--- src/rtl/crossy_pkg.sv ---
// -----------------------------------------------------------------------------
// crossy_pkg
// Shared definitions for the crossy-road game sequencer: the game_state
// encodings exported to the renderer, score width/limit, and the default
// frame/debounce timing constants used by crossy_game_ctrl and btn_debounce.
// No ports (package only).
// -----------------------------------------------------------------------------
package crossy_pkg;

    typedef enum logic [2:0] {
        ST_ATTRACT = 3'd0,
        ST_READY   = 3'd1,
        ST_PLAY    = 3'd2,
        ST_HIT     = 3'd3,
        ST_OVER    = 3'd4
    } game_state_t;

    localparam int SCORE_W   = 7;
    localparam int SCORE_MAX = 99;

    localparam int LIVES_DEFAULT           = 3;
    localparam int READY_FRAMES_DEFAULT    = 60;
    localparam int HIT_FRAMES_DEFAULT      = 90;
    localparam int FLASH_FRAMES_DEFAULT    = 8;
    localparam int DEBOUNCE_CYCLES_DEFAULT = 250000;

    // Lives never wrap below zero, even if a collision arrives with none left.
    function automatic logic [1:0] dec_sat(input logic [1:0] v);
        return (v == 2'd0) ? 2'd0 : v - 2'd1;
    endfunction

endpackage

--- src/rtl/btn_debounce.sv ---
// -----------------------------------------------------------------------------
// btn_debounce
// Brings one raw, asynchronous board button into the clk domain through a
// 2-flop synchronizer. When DEBOUNCE_EN is defined, a stability counter follows
// the synchronizer: the output level only changes after the synced input has
// held its new value for DEBOUNCE_CYCLES consecutive cycles. Without the macro
// the output is the synchronized level directly.
//
// Ports:
//   clk    in   clock
//   reset  in   synchronous, active-high
//   btn    in   raw button
//   level  out  synchronized (and optionally debounced) button level
//
// Build option: DEBOUNCE_EN (adds the DEBOUNCE_CYCLES parameter and counter).
// -----------------------------------------------------------------------------
module btn_debounce
    import crossy_pkg::*;
`ifdef DEBOUNCE_EN
#(
    parameter int DEBOUNCE_CYCLES = DEBOUNCE_CYCLES_DEFAULT
)
`endif
(
    input  logic clk,
    input  logic reset,
    input  logic btn,
    output logic level
);

    logic sync1;
    logic sync2;

    // Two-flop synchronizer; the first flop may go metastable, the second
    // gives it a full cycle to settle before anything downstream looks at it.
    always_ff @(posedge clk) begin
        if (reset) begin
            sync1 <= 1'b0;
            sync2 <= 1'b0;
        end else begin
            sync1 <= btn;
            sync2 <= sync1;
        end
    end

`ifdef DEBOUNCE_EN
    localparam int CW = $clog2(DEBOUNCE_CYCLES + 1);

    logic [CW-1:0] stable_cnt;
    logic          level_q;

    // Count consecutive cycles in which the synced input disagrees with the
    // current output; any return to agreement restarts the count, so a bounce
    // shorter than DEBOUNCE_CYCLES never reaches the output.
    always_ff @(posedge clk) begin
        if (reset) begin
            stable_cnt <= '0;
            level_q    <= 1'b0;
        end else if (sync2 == level_q) begin
            stable_cnt <= '0;
        end else if (stable_cnt == CW'(DEBOUNCE_CYCLES - 1)) begin
            stable_cnt <= '0;
            level_q    <= sync2;
        end else begin
            stable_cnt <= stable_cnt + 1'b1;
        end
    end

    assign level = level_q;
`else
    assign level = sync2;
`endif

endmodule

--- src/rtl/crossy_game_ctrl.sv ---
// -----------------------------------------------------------------------------
// crossy_game_ctrl
// Top-level game sequencer. Runs the ATTRACT/READY/PLAY/HIT/OVER flow, drives
// the scroll engine's reset and move-enable, tracks lives, and latches the
// high score from the engine's score output when a game ends.
//
// Ports:
//   clk          in   pixel clock (25 MHz)
//   reset        in   synchronous, active-high
//   start_btn    in   raw start button (asynchronous)
//   move_btn     in   raw move button (asynchronous)
//   collision    in   player overlaps an obstacle this cycle
//   frame_tick   in   one-cycle pulse per frame
//   score_in     in   score from scroll engine, 0..99
//   scroll_rst   out  reset to scroll engine
//   scroll_move  out  move enable to scroll engine
//   game_state   out  current game_state_t encoding
//   lives        out  remaining lives
//   high_score   out  best score since reset
//   new_high     out  last game set a new high score
//   flash        out  player-sprite blank toggle during HIT
//
// Build option: DEBOUNCE_EN puts a debouncer behind each button synchronizer.
// -----------------------------------------------------------------------------
module crossy_game_ctrl
    import crossy_pkg::*;
#(
    parameter int LIVES        = LIVES_DEFAULT,
    parameter int READY_FRAMES = READY_FRAMES_DEFAULT,
    parameter int HIT_FRAMES   = HIT_FRAMES_DEFAULT,
    parameter int FLASH_FRAMES = FLASH_FRAMES_DEFAULT
`ifdef DEBOUNCE_EN
    ,
    parameter int DEBOUNCE_CYCLES = DEBOUNCE_CYCLES_DEFAULT
`endif
) (
    input  logic               clk,
    input  logic               reset,
    input  logic               start_btn,
    input  logic               move_btn,
    input  logic               collision,
    input  logic               frame_tick,
    input  logic [SCORE_W-1:0] score_in,
    output logic               scroll_rst,
    output logic               scroll_move,
    output logic [2:0]         game_state,
    output logic [1:0]         lives,
    output logic [SCORE_W-1:0] high_score,
    output logic               new_high,
    output logic               flash
);

    localparam int CNT_MAX = (READY_FRAMES > HIT_FRAMES) ? READY_FRAMES : HIT_FRAMES;
    localparam int CNT_W   = $clog2(CNT_MAX + 1);
    localparam int FL_W    = $clog2(FLASH_FRAMES + 1);

    logic start_lvl;
    logic move_s;
    logic start_prev;
    logic start_edge;

`ifdef DEBOUNCE_EN
    btn_debounce #(.DEBOUNCE_CYCLES(DEBOUNCE_CYCLES)) u_start_btn (
        .clk(clk), .reset(reset), .btn(start_btn), .level(start_lvl)
    );
    btn_debounce #(.DEBOUNCE_CYCLES(DEBOUNCE_CYCLES)) u_move_btn (
        .clk(clk), .reset(reset), .btn(move_btn), .level(move_s)
    );
`else
    btn_debounce u_start_btn (
        .clk(clk), .reset(reset), .btn(start_btn), .level(start_lvl)
    );
    btn_debounce u_move_btn (
        .clk(clk), .reset(reset), .btn(move_btn), .level(move_s)
    );
`endif

    // Rising-edge detect on the start level, registered so the FSM sees a
    // clean one-cycle pulse three cycles after the raw press.
    always_ff @(posedge clk) begin
        if (reset) begin
            start_prev <= 1'b0;
            start_edge <= 1'b0;
        end else begin
            start_prev <= start_lvl;
            start_edge <= start_lvl & ~start_prev;
        end
    end

    game_state_t        state_q, state_d;
    logic [1:0]         lives_q, lives_d;
    logic [SCORE_W-1:0] high_q, high_d;
    logic               new_high_q, new_high_d;
    logic               flash_q, flash_d;
    logic [CNT_W-1:0]   cnt_q, cnt_d;
    logic [FL_W-1:0]    fcnt_q, fcnt_d;
    logic               rst_q, rst_d;
    logic               move_q, move_d;
    logic               over_first_q, over_first_d;
    logic [SCORE_W-1:0] score_c;

    assign score_c = (score_in > SCORE_W'(SCORE_MAX)) ? SCORE_W'(SCORE_MAX) : score_in;

    // State register plus every registered output; reset clears everything,
    // including the high score.
    always_ff @(posedge clk) begin
        if (reset) begin
            state_q      <= ST_ATTRACT;
            lives_q      <= 2'(LIVES);
            high_q       <= '0;
            new_high_q   <= 1'b0;
            flash_q      <= 1'b0;
            cnt_q        <= '0;
            fcnt_q       <= '0;
            rst_q        <= 1'b1;
            move_q       <= 1'b0;
            over_first_q <= 1'b0;
        end else begin
            state_q      <= state_d;
            lives_q      <= lives_d;
            high_q       <= high_d;
            new_high_q   <= new_high_d;
            flash_q      <= flash_d;
            cnt_q        <= cnt_d;
            fcnt_q       <= fcnt_d;
            rst_q        <= rst_d;
            move_q       <= move_d;
            over_first_q <= over_first_d;
        end
    end

    // Next-state and next-output logic. A frame_tick arriving on a transition
    // edge is counted by the state being left; the new state starts at zero.
    // The OVER entry flag lets the high-score compare happen exactly once.
    always_comb begin
        state_d      = state_q;
        lives_d      = lives_q;
        high_d       = high_q;
        new_high_d   = new_high_q;
        flash_d      = flash_q;
        cnt_d        = cnt_q;
        fcnt_d       = fcnt_q;
        rst_d        = rst_q;
        move_d       = move_q;
        over_first_d = 1'b0;

        case (state_q)
            ST_ATTRACT: begin
                rst_d  = 1'b1;
                move_d = 1'b0;
                if (start_edge) begin
                    lives_d    = 2'(LIVES);
                    new_high_d = 1'b0;
                    cnt_d      = '0;
                    rst_d      = 1'b0;
                    state_d    = ST_READY;
                end
            end
            ST_READY: begin
                rst_d  = 1'b0;
                move_d = 1'b0;
                if (frame_tick) begin
                    if (cnt_q == CNT_W'(READY_FRAMES - 1)) begin
                        cnt_d   = '0;
                        state_d = ST_PLAY;
                    end else begin
                        cnt_d = cnt_q + 1'b1;
                    end
                end
            end
            ST_PLAY: begin
                rst_d = 1'b0;
                if (collision) begin
                    lives_d = dec_sat(lives_q);
                    move_d  = 1'b0;
                    cnt_d   = '0;
                    fcnt_d  = '0;
                    flash_d = 1'b1;
                    state_d = ST_HIT;
                end else begin
                    move_d = move_s;
                end
            end
            ST_HIT: begin
                rst_d  = 1'b0;
                move_d = 1'b0;
                if (frame_tick) begin
                    if (fcnt_q == FL_W'(FLASH_FRAMES - 1)) begin
                        fcnt_d  = '0;
                        flash_d = ~flash_q;
                    end else begin
                        fcnt_d = fcnt_q + 1'b1;
                    end
                    if (cnt_q == CNT_W'(HIT_FRAMES - 1)) begin
                        flash_d      = 1'b0;
                        cnt_d        = '0;
                        over_first_d = (lives_q == 2'd0);
                        state_d      = (lives_q == 2'd0) ? ST_OVER : ST_READY;
                    end else begin
                        cnt_d = cnt_q + 1'b1;
                    end
                end
            end
            ST_OVER: begin
                rst_d  = 1'b0;
                move_d = 1'b0;
                if (over_first_q && (score_c > high_q)) begin
                    high_d     = score_c;
                    new_high_d = 1'b1;
                end
                if (start_edge) begin
                    rst_d      = 1'b1;
                    lives_d    = 2'(LIVES);
                    new_high_d = 1'b0;
                    cnt_d      = '0;
                    state_d    = ST_READY;
                end
            end
            default: begin
                rst_d   = 1'b1;
                move_d  = 1'b0;
                flash_d = 1'b0;
                cnt_d   = '0;
                state_d = ST_ATTRACT;
            end
        endcase
    end

    assign game_state  = state_q;
    assign lives       = lives_q;
    assign high_score  = high_q;
    assign new_high    = new_high_q;
    assign flash       = flash_q;
    assign scroll_rst  = rst_q;
    assign scroll_move = move_q;

endmodule
--- config.mk ---
export PLATFORM = sky130hd
export DESIGN_NAME = crossy_game_ctrl
export DESIGN_NICKNAME = d
export VERILOG_FILES = /design/src/rtl/crossy_pkg.sv /design/src/rtl/btn_debounce.sv /design/src/rtl/crossy_game_ctrl.sv
export SDC_FILE = /design/constraint.sdc
export NUM_CORES = 1
export LEC_CHECK = 0
export CAP_MARGIN = 40
export CELL_PAD_IN_SITES_DETAIL_PLACEMENT = 0
export CELL_PAD_IN_SITES_GLOBAL_PLACEMENT = 1
export CORE_ASPECT_RATIO = 1.1
export CORE_MARGIN = 2
export CORE_UTILIZATION = 43
export CTS_CLUSTER_DIAMETER = 30
export DETAILED_ROUTE_END_ITERATION = 8
export HOLD_SLACK_MARGIN = 0.05
export PLACE_DENSITY = 0.81
export SLEW_MARGIN = 20
export SYNTH_ARGS = -nofsm -noshare
export SYNTH_HDL_FRONTEND = slang
export SYNTH_HIERARCHICAL = 1
export SYNTH_SLANG_ARGS = --single-unit
--- constraint.sdc ---
create_clock -name clk -period 4.4 [get_ports clk]
set_input_delay 1.32 -clock clk [delete_from_list [all_inputs] [get_ports clk]]
set_output_delay 1.32 -clock clk [all_outputs]
set_load 0.01 [all_outputs]
# Word-level counts from Yosys, hierarchy flattened
# Cells that the tools add are included.
op_classes:
  n_bitwise: 8
  n_lt_le_gt_ge: 2
  reduce_logical: 18
  addsub: 3
  eq_ne: 16
  muxes: 36
op_table:
  columns: ["cell", "count"]
  rows:
  - ["$mux 7", 7]
  - ["$pmux 7 s4", 1]
  - ["$mux 3", 7]
  - ["$mux 4", 3]
  - ["$ne 2x2->1 const B", 6]
  - ["$pmux 3 s4", 1]
  - ["$mux 1", 9]
  - ["$reduce_and 3->1", 3]
  - ["$reduce_or 3->1", 3]
  - ["$pmux 4 s2", 1]
  - ["$reduce_and 4->1", 2]
  - ["$add 7x1->7 const B", 1]
  - ["$eq 7x6->1 const B", 1]
  - ["$eq 7x7->1 const B", 1]
  - ["$gt 7x7->1", 1]
  - ["$gt 7x7->1 const B", 1]
  - ["$not 1->1", 7]
  - ["$eq 3x2->1 const B", 2]
  - ["$mux 2", 3]
  - ["$ne 3x3->1 const B", 2]
  - ["$pmux 1 s3", 2]
  - ["$reduce_and 6->1", 1]
  - ["$reduce_bool 2->1", 3]
  - ["$add 4x1->4 const B", 1]
  - ["14 further kinds", 14]
totals:
  reg_bits: 34
  input_bits: 13
  output_inout_bits: 16
  wordCells: 99

# Logic depth before layout (Yosys ltp)
# Gate-level depths: netlist of the first run.
logic_depth:
  ltp_word: 7
  mapped_depth: 8
  mapped_depth_nobuf: 8

# By module
# Netlist of the first run, hierarchy kept.
modules_own_cells:
  columns: ["module", "cells_per_inst", "area_each_um2", "seq_area_each_um2", "n_inst"]
  rows:
  - ["crossy_game_ctrl", 198, 1737.9, 600.6, 1]
  - ["btn_debounce", 4, 52.6, 40.0, 2]

# Least setup slack after synthesis of the first run
# Ideal clock, no wire load.
synth_path:
  path_type: "input -> register"
  startpoint: "input score_in[3]"
  endpoint: "register high_q[0], in the netlist high_score[0]"
  stages: 8
  setup_time_ps: 123
  n_path_buf: 0
  slack_ps: 1231
  arrival_ps: 3046
  required_ps: 4277
  path_cell_list: "o311a_1 > nor2_1 > inv_1 > ha_1 > nand3b_1 > a21o_1 > a21oi_2 > mux2_1"
synth_via:
  elab_chain_len: 5
synth_rtl:
  columns: ["element", "line_no", "source"]
  rows:
  - ["start: declaration", "crossy_game_ctrl.sv:43", "input logic [SCORE_W-1:0] score_in,"]
  - ["$gt 7x7->1", "crossy_game_ctrl.sv:102", "assign score_c = (score_in > SCORE_W'(SCORE_MAX)) ? SCORE_W'(SCORE_MAX) : score_in;"]
  - ["$mux 7", "crossy_game_ctrl.sv:102", null]
  - ["net score_c[1]", "crossy_game_ctrl.sv:100", "logic [SCORE_W-1:0] score_c;"]
  - ["$gt 7x7->1", "crossy_game_ctrl.sv:207", "if (over_first_q && (score_c > high_q)) begin"]
  - ["$logic_and 1x1->1", "crossy_game_ctrl.sv:207", null]
  - ["$reduce_and 2->1 (no source line)", null, null]
  - ["end signal: assignment", "crossy_game_ctrl.sv:121", "high_q <= high_d;"]
  - ["end: declaration", "crossy_game_ctrl.sv:92", "logic [SCORE_W-1:0] high_q, high_d;"]
# The timed path passes the listed nets, and every way through them passes these cells.
# A chain may end at the register's enable or synchronous reset.

# Worst setup path after layout of the first run
# Same ends and word-level chain as after synthesis.

==> flow_summary.json, run 1 <==
{
  "critPathCaptureType": "flip-flop",
  "setup_viol": 0,
  "grt_pass1_wl_um": 6940,
  "crit_required_ns": 4.57,
  "fmax_mhz": 281,
  "min_path_type": "flip-flop to flip-flop",
  "drive_gt1_share_pct": 8.94,
  "antenna_cells": 0,
  "rsz0062_at_grt": "no",
  "synth_warnings": 6,
  "io_buffers": 28,
  "min_period_over_period_pct": 80.8,
  "grt_pass1_vias": 1575,
  "maxSlewHeadroom_pct": 62.8,
  "drt-total-wl_um": 4040,
  "critPathLaunchType": "input pin",
  "area_growth_pct": 24.2,
  "synth_cell_types": 52,
  "r2r_start": "high_score[6]",
  "setup_tns_ns": 0,
  "status": "completed",
  "ys_seq_area_share_pct": 36.9,
  "synth_ff_type": "dfxtp_1",
  "io_pins": 29,
  "cp_cell_sequence": "clkdlybuf4s50_1, o311a_1, nor2_1, inv_1, ha_1, nand3b_1, a21o_1, a21oi_2, mux2_1",
  "fin_nets": 257,
  "vias_per_cell": 5.54,
  "startpoint": "score_in[3]",
  "power.density_nw_per_um2": 283,
  "ctsHoldBuffers": 0,
  "antenna_found_initial": 0,
  "fin_crit_ns": 3.56,
  "cts_tree": "built",
  "cts.sink_count": 34,
  "synth_edf_count": 0,
  "synth_top_area_share_pct": 36.9,
  "synth.avg_cell_area_um2": 8.95,
  "root_buffer": "clkbuf_8",
  "cts_setup_buffers": 0,
  "slowest_stage": "a21oi_2",
  "netlist_area_um2": 1840,
  "path_max_fanout": 8,
  "cts_resized": 0,
  "p_total_mw": 0.648,
  "slew_violations": 0,
  "drtPass1Iterations": 4,
  "cap_viol_max_count": 0,
  "antenna_left": 0,
  "ys_seq_elements": 34,
  "irDropWorstVdd_mv": 0.171,
  "vias": 1590,
  "power.leakage_nw": 0.775,
  "grt_usage_pct": 18.5,
  "worstMarginPinSlew_ns": 0.558,
  "first_iter_violations": 56,
  "hold_violations": 0,
  "hold_start": "start_prev",
  "critPathKind": "input pin to flip-flop",
  "clock_skew_ns": 0.00366,
  "drc": 0,
  "yosys.area.top_type": "dfxtp_1",
  "clkLatencyLatePin_ns": 0.28,
  "core_region_area_um2": 4050,
  "grt_max_degree": 24,
  "syn-num-nets": 229,
  "critPathArrivalTime_ns": 3.73,
  "numCtsBuffers": 5,
  "die_height_um": 72.7,
  "dp_hpwl_um": 3020,
  "die_width_um": 66.4,
  "ys_top_cells_by_area": "dfxtp_1 37%, ha_1 6.8%, nand2b_1 4.8%",
  "die_area_um2": 4830,
  "cts.path.max_buffers": 2,
  "rows": 24,
  "gp_congestion": 0.862,
  "path_clk_slew_ns": 0.07,
  "critPathMaxStageDelay_ns": 0.48,
  "grt-ovfl-total": 0,
  "ys_async_sr_fraction_pct": 0,
  "htree_levels": 2,
  "wire_per_inst_um": 14.1,
  "syn_inst": 206,
  "start_util_pct": 45.5
}
## state kept, by name (all words and copies together) (netlist names)
register / flops
start_prev: 1
flash: 1
u_move_btn/level: 1
new_high: 1
lives: 2
high_score: 7
scroll_move: 1
game_state: 3
u_start_btn/sync1: 1
over_first_q: 1
u_start_btn/level: 1
fcnt_q: 4
cnt_q: 7
u_move_btn/sync1: 1
scroll_rst: 1
start_edge: 1
## through the flow
step           setup WS [ns]  instances  util (%)  hold slack (ns)  area [µm²]
2_1_floorplan           1.23        206         -            0.367        1840
3_3_place_gp           0.672        278      53.3            0.377        2160
3_5_place_dp           0.572        279      53.7            0.386        2180
4_1_cts                0.881        287      56.5            0.404        2290
5_1_grt                0.742        287      56.5            0.417        2290
6_report               0.844        287      56.5            0.399        2290
## worst paths after layout
| check | to | slack (ns) | cells after the start |
|---|---|---|---|
| min | start_edge | 0.40 | 1 |
| min reg2reg | start_edge | 0.40 | 1 |
| max | high_score[0] | 0.84 | 9 |
| max reg2reg | high_score[0] | 2.35 | 6 |
## cells by family (layout without fill, tap and decap cells)
logic type               after synthesis  in the layout  share of synthesized area, %
AO/OA/AOI/OAI                         47             47                          18.4
adder cells (fa/ha/maj)               10             10                          6.79
buffers and inverters                 20             49                          4.14
flip-flops                            34             34                          36.9
multiplexers                           7              7                          3.87
AND/OR/NAND/NOR                       88             88                          29.9
## layout by cell type, fill, tap and decap left out, types with 3 or more instances in the layout
cell type / synthesis / final
a211oi_1: 3 / 3
a21oi_1: 11 / 11
and2_1: 3 / 3
clkbuf_8: 0 / 5
clkdlybuf4s50_1: 0 / 28
dfxtp_1: 34 / 34
ha_1: 10 / 10
inv_1: 11 / 11
mux2i_1: 6 / 6
nand2_1: 15 / 15
nand2b_1: 14 / 14
nand3_1: 5 / 5
nand3b_1: 5 / 5
nand4_1: 4 / 4
nor2_1: 8 / 8
nor2b_1: 10 / 10
o21a_1: 3 / 3
o21ai_0: 8 / 8
o31ai_1: 4 / 4
or3_1: 3 / 3
or4_1: 6 / 6
## per-layer routing
layer | track usage [%] | wire length [µm] | vias to the layer above
li1 | - | - | 805
met3 | 4.94 | 103 | 2
met4 | 6.12 | 25 | 0
met2 | 31.4 | 2020 | 18
met1 | 22.4 | 1900 | 765
met5 | 0 | 0 | -
## critical path: cells and delay by family
kind                     cells  cell delay, ns
multiplexers                 1            0.37
AND/OR/NAND/NOR              2            0.24
AO/OA/AOI/OAI                3            1.04
adder cells (fa/ha/maj)      1            0.29
buffers and inverters        2            0.48
## final cells by class
cell class | count | area [µm²]
sequential | 34 | 681
timing repair buffer | 30 | 303
inverter | 11 | 41.3
multi-input combinational | 152 | 1090
tap | 52 | 65.1
clock inverter | 3 | 45.0
clock buffer | 5 | 68.8
fill | 389 | 1760
## Yosys cell counts (4+ instances only)
cell type	instances
nand2_1	15
inv_1	11
nor2_1	8
nand3_1	5
nand3b_1	5
nor2b_1	10
ha_1	10
mux2i_1	6
o31ai_1	4
nand4_1	4
o21ai_0	8
a21oi_1	11
dfxtp_1	34
clkbuf_1	8
or4_1	6
nand2b_1	14
## power breakdown
group	total, mW	switching, mW	internal [mW]
combinational	0.0508	0.0250	0.0259
clock	0.284	0.116	0.168
sequential	0.313	0.00243	0.310
No activity file was read; power rests on OpenSTA's default activity.
==> run 2, diff against run 1 <==
Settings changed: CORE_UTILIZATION 43 to 36, PLACE_DENSITY 0.81 to 0.72.
Clock period 4.4 ns to 3 ns, I/O delays scaled along.
==> run 2 against run 1 <==
Critical path depth did not move. Sequential cell count did not move. First-iteration DRC count fell by 1.8%. Critical path type unchanged. Via count rose by 0.25%. Sequential power rose by 46%. Register-to-register slack got worse by 1.3 ns. Global-route usage fell by 3.0 points. Design area rose by 1.8%. Total power rose by 38%. Clock skew rose by 0.0022 ns.
==> flow_summary.json, run 2 (same netlist as run 1, synthesis figures left out) <==
{
  "path_max_fanout": 3,
  "dp_hpwl_um": 3000,
  "rows": 27,
  "first_iter_violations": 55,
  "multi_input_area_um2": 1090,
  "core_region_area_um2": 4970,
  "slowest_stage": "clkdlybuf4s50_1",
  "fill_cells": 487,
  "r2r_end": "cnt_q[6]",
  "p_total_mw": 0.892,
  "die_width_um": 72.2,
  "hold_start": "start_prev",
  "cts_setup_buffers": 0,
  "vias_per_cell": 5.30,
  "power.leakage_nw": 0.810,
  "p_comb_share_pct": 9.0,
  "path_clk_slew_ns": 0.07,
  "grt_usage_pct": 15.4,
  "power.density_nw_per_um2": 382,
  "drtPass1Iterations": 4,
  "root_buffer": "clkbuf_8",
  "area_growth_pct": 26.5,
  "status": "completed",
  "irDropWorstVdd_mv": 0.291,
  "drt-total-wl_um": 4100,
  "setup_viol": 0,
  "drive_gt1_share_pct": 11.9,
  "dp_cells": 293,
  "cts_resized": 0,
  "grt-ovfl-total": 0,
  "critPathKind": "input pin to flip-flop",
  "r2r_start": "game_state[2]",
  "swShare_pct": 23.6,
  "drc": 0,
  "seq_area_um2": 681,
  "p_int_mw": 0.681,
  "critPathArrivalTime_ns": 2.99,
  "htree_levels": 2,
  "whs_path_depth": 1,
  "setup_tns_ns": 0,
  "layout_common_cells": "34 x dfxtp_1, 28 x clkdlybuf4s50_1, 15 x nand2_1, 14 x nand2b_1",
  "final_cells": 301,
  "hold_violations": 0,
  "die_height_um": 79.0,
  "cts.path.max_buffers": 2,
  "start_util_pct": 37.1,
  "vias": 1594,
  "p_clk_share_pct": 39.7,
  "grt_pass1_wl_um": 6960,
  "slew_violations": 0,
  "io_pins": 29,
  "dpl_worst_slack_ns": -0.104,
  "r2r_slack_ns": 1.03,
  "min_path_type": "flip-flop to flip-flop",
  "numCtsBuffers": 5,
  "io_buffers": 28,
  "ff2ff_path_depth": 4,
  "critPathLaunchType": "input pin",
  "grt_max_degree": 25,
  "cts_tree": "built",
  "maxSlewHeadroom_pct": 52.6,
  "p_seq_share_pct": 51.2,
  "fin_ws_ns": 0.182,
  "final_common_cell": "dfxtp_1",
  "cp_cell_sequence": "clkdlybuf4s50_1, o311a_1, nor2_1, inv_1, ha_1, nand3_1, o2111ai_1, a21oi_2, mux2_1",
  "holdPathEnd": "start_edge",
  "antenna_left": 0,
  "p_switching_mw": 0.211,
  "clock_skew_ns": 0.00587,
  "min_period_over_period_pct": 93.9,
  "crit_required_ns": 3.17,
  "cap_viol_max_count": 0,
  "cts.sink_count": 34,
  "worstMarginPinSlew_ns": 0.709,
  "antenna_cells": 0,
  "gp_congestion": 0.768,
  "fmax_mhz": 355,
  "clkLatencyLatePin_ns": 0.29,
  "rsz0062_at_grt": "no",
  "ctsHoldBuffers": 0,
  "fin_crit_ns": 2.82,
  "critPathCaptureType": "flip-flop",
  "die_area_um2": 5710,
  "critPathMaxStageDelay_ns": 0.41,
  "fin_nets": 265,
  "wire_per_inst_um": 13.6,
  "antenna_found_initial": 0,
  "grt_pass1_vias": 1549
}
==> run 2: changes by cell type in the layout (fill, tap and decap cells not counted), sizes merged <==
cell | before | now
buf | 2 | 10
bufinv | 1 | 0
clkbuf | 5 | 6
clkinv | 0 | 1
clkinvlp | 2 | 1
==> run 2: area by class of cell <==
cell class,count,area share [%]
Sequential cell,34,29.2
Tap cell,58,3.11
Multi-Input combinational cell,152,46.6
Inverter,11,1.77
Clock inverter,2,0.537
Timing Repair Buffer,38,15.2
Clock buffer,6,3.54
==> run 2: worst max path at each step <==
| stage | startpoint | end | slack, ns | cells past startpoint |
|---|---|---|---|---|
| final | score_in[3] | high_score[0] | 0.18 | 9 |
| after CTS | score_in[3] | high_score[0] | 0.20 | 9 |
| after detailed placement | score_in[3] | high_score[0] | -0.10 | 9 |
| after floorplan | score_in[3] | high_score[0] | 0.25 | 8 |
| after global placement | score_in[3] | high_score[0] | -0.02 | 9 |
| after global routing | score_in[3] | high_score[0] | 0.05 | 9 |
==> run 2: critical path, delay by kind of cell <==
family                     cells  cell delay, ns
AOI/OAI and AO/OA              3            0.76
and+or+nand+nor                2            0.23
buffers and inverters          2            0.48
muxes                          1            0.33
adders and majority gates      1            0.29
==> run 2: metal layers <==
layer	wire, µm	global-route usage, %	up-vias
met4	82	6.79	0
met1	1930	18.6	724
met2	1920	25.8	33
met3	161	3.68	8
met5	0	0	-
li1	-	-	829
==> run 2: power groups by stage <==
stage,sequential [mW],combinational [mW],clock [mW]
after floorplan,0.468,0.0426,0
after global placement,0.467,0.0812,0
after detailed placement,0.467,0.0808,0
after CTS,0.457,0.0812,0.368
after global routing,0.457,0.0898,0.388
final,0.457,0.0804,0.354
==> run 2: metrics by stage <==
step                utilization (%)  instance area (µm²)  hold WS, ns
finish                         46.9                 2330        0.395
global route                   46.9                 2330        0.398
CTS                            46.9                 2330        0.390
detailed placement             45.0                 2240        0.379
global placement               45.0                 2240        0.373
floorplan                         -                 1840        0.367
==> run 3, diff against run 2 <==
Settings changed: CORE_UTILIZATION 36 to 38, CTS_BUF_LIST set to sky130_fd_sc_hd__clkbuf_2 sky130_fd_sc_hd__clkbuf_4 sky130_fd_sc_hd__clkbuf_8, HOLD_SLACK_MARGIN 0.05 to 0.02, PLACE_DENSITY 0.72 to 0.75.
==> run 3 against run 2 <==
Core utilization increased by 3.7 points. Non-clock buffer count shrank 2. Clock skew rose by 0.0024 ns. Wire length shrank 2.9%. Clock-buffer cell count decreased by 1. Sequential power hardly changed. Via count is 2.1% lower. Critical path depth grew 1. Total power grew 17%. Clock power rose by 43%. Cell count decreased by 1.3%.
==> flow_summary.json, run 3 (same netlist as run 1, synthesis figures left out) <==
{
  "holdPathEnd": "start_edge",
  "first_iter_violations": 49,
  "cts_resized": 0,
  "hold_violations": 0,
  "critPathKind": "input pin to flip-flop",
  "core_region_area_um2": 4650,
  "setup_viol": 0,
  "gp_congestion": 0.774,
  "slowest_stage": "clkdlybuf4s50_1",
  "clock_skew_ns": 0.00829,
  "layout_common_cells": "34 x dfxtp_1, 28 x clkdlybuf4s50_1, 15 x nand2_1, 14 x nand2b_1",
  "fin_ws_ns": 0.278,
  "vias": 1561,
  "area_growth_pct": 27.8,
  "final_cells": 297,
  "wire_per_inst_um": 13.4,
  "htree_levels": 2,
  "grt_max_degree": 19,
  "drt-total-wl_um": 3980,
  "ctsHoldBuffers": 0,
  "status": "completed",
  "dpl_worst_slack_ns": -0.0410,
  "grt_pass1_wl_um": 7020,
  "r2r_end": "cnt_q[6]",
  "antenna_left": 0,
  "root_buffer": "clkbuf_8",
  "cts_setup_buffers": 0,
  "drive_gt1_share_pct": 11.2,
  "antenna_found_initial": 0,
  "r2r_slack_ns": 1.06,
  "path_clk_slew_ns": 0.08,
  "vias_per_cell": 5.26,
  "utilization_pct": 50.6,
  "grt-ovfl-total": 0,
  "dp_cells": 289,
  "die_width_um": 70.4,
  "p_total_mw": 1.04,
  "cp_cell_sequence": "clkdlybuf4s50_1, o311a_1, nor2_1, inv_1, ha_1, nand3_1, o2111ai_1, a21oi_2, buf_4, o31ai_1",
  "power.density_nw_per_um2": 442,
  "hold_start": "start_prev",
  "start_util_pct": 39.6,
  "grt_pass1_vias": 1507,
  "critPathLaunchType": "input pin",
  "cap_viol_max_count": 0,
  "maxSlewHeadroom_pct": 63.0,
  "drtPass1Iterations": 4,
  "io_pins": 29,
  "irDropWorstVdd_mv": 0.267,
  "cts.sink_count": 34,
  "worstMarginPinSlew_ns": 0.555,
  "rsz0062_at_grt": "no",
  "critPathArrivalTime_ns": 2.92,
  "min_path_type": "flip-flop to flip-flop",
  "final_common_cell": "dfxtp_1",
  "power.leakage_nw": 0.821,
  "antenna_cells": 0,
  "fmax_mhz": 367,
  "ff2ff_path_depth": 4,
  "cts.path.max_buffers": 2,
  "path_max_fanout": 7,
  "rows": 26,
  "crit_required_ns": 3.19,
  "slew_violations": 0,
  "grt_usage_pct": 16.0,
  "numCtsBuffers": 5,
  "io_buffers": 28,
  "clkLatencyLatePin_ns": 0.28,
  "dp_hpwl_um": 2980,
  "die_area_um2": 5420,
  "critPathCaptureType": "flip-flop",
  "setup_tns_ns": 0,
  "r2r_start": "game_state[0]",
  "fin_crit_ns": 2.72,
  "drc": 0,
  "fin_nets": 263,
  "die_height_um": 77.0,
  "min_period_over_period_pct": 90.7,
  "cts_tree": "built",
  "critPathMaxStageDelay_ns": 0.41,
  "whs_path_depth": 1
}
[run 3: per-layer routing]
layer,global-route usage [%],vias up,wire [µm]
met3,3.94,5,143
met5,0,-,0
li1,-,824,-
met1,21.2,708,1930
met2,25.8,24,1870
met4,4.04,0,36
[run 3: critical path, delay by kind of cell]
kind,cells,cell delay (ns)
AOI/OAI and AO/OA,4,0.88
adders and majority gates,1,0.28
buffers and inverters,3,0.65
and+or+nand+nor,2,0.21
[run 3: how the worst max path moves through the flow]
stage,slack (ns),from,to,depth (start not counted)
after floorplan,0.25,score_in[3],high_score[0],8
after global placement,0.02,score_in[3],new_high,10
after detailed placement,-0.04,score_in[3],high_score[5],10
after CTS,0.26,score_in[3],high_score[5],10
after global routing,0.1,score_in[3],high_score[2],10
final,0.28,score_in[3],high_score[1],10
[run 3: layout make-up]
class / count / area (µm²)
timing repair buffer: 36 / 340
sequential: 34 / 681
tap: 56 / 70.1
fill: 446 / 2300
inverter: 11 / 41.3
clock buffer: 5 / 68.8
clock inverter: 3 / 68.8
multi-input combinational: 152 / 1090
[run 3: per-stage QoR]
step / hold WS, ns / area [µm²]
2_1_floorplan: 0.367 / 1840
3_3_place_gp: 0.375 / 2220
3_5_place_dp: 0.378 / 2220
4_1_cts: 0.389 / 2360
5_1_grt: 0.407 / 2360
6_report: 0.385 / 2360
[run 3: power breakdown]
group          total (mW)  switching, mW  internal [mW]
Clock               0.505          0.172          0.333
Combinational      0.0777         0.0374         0.0403
Sequential          0.459        0.00357          0.455
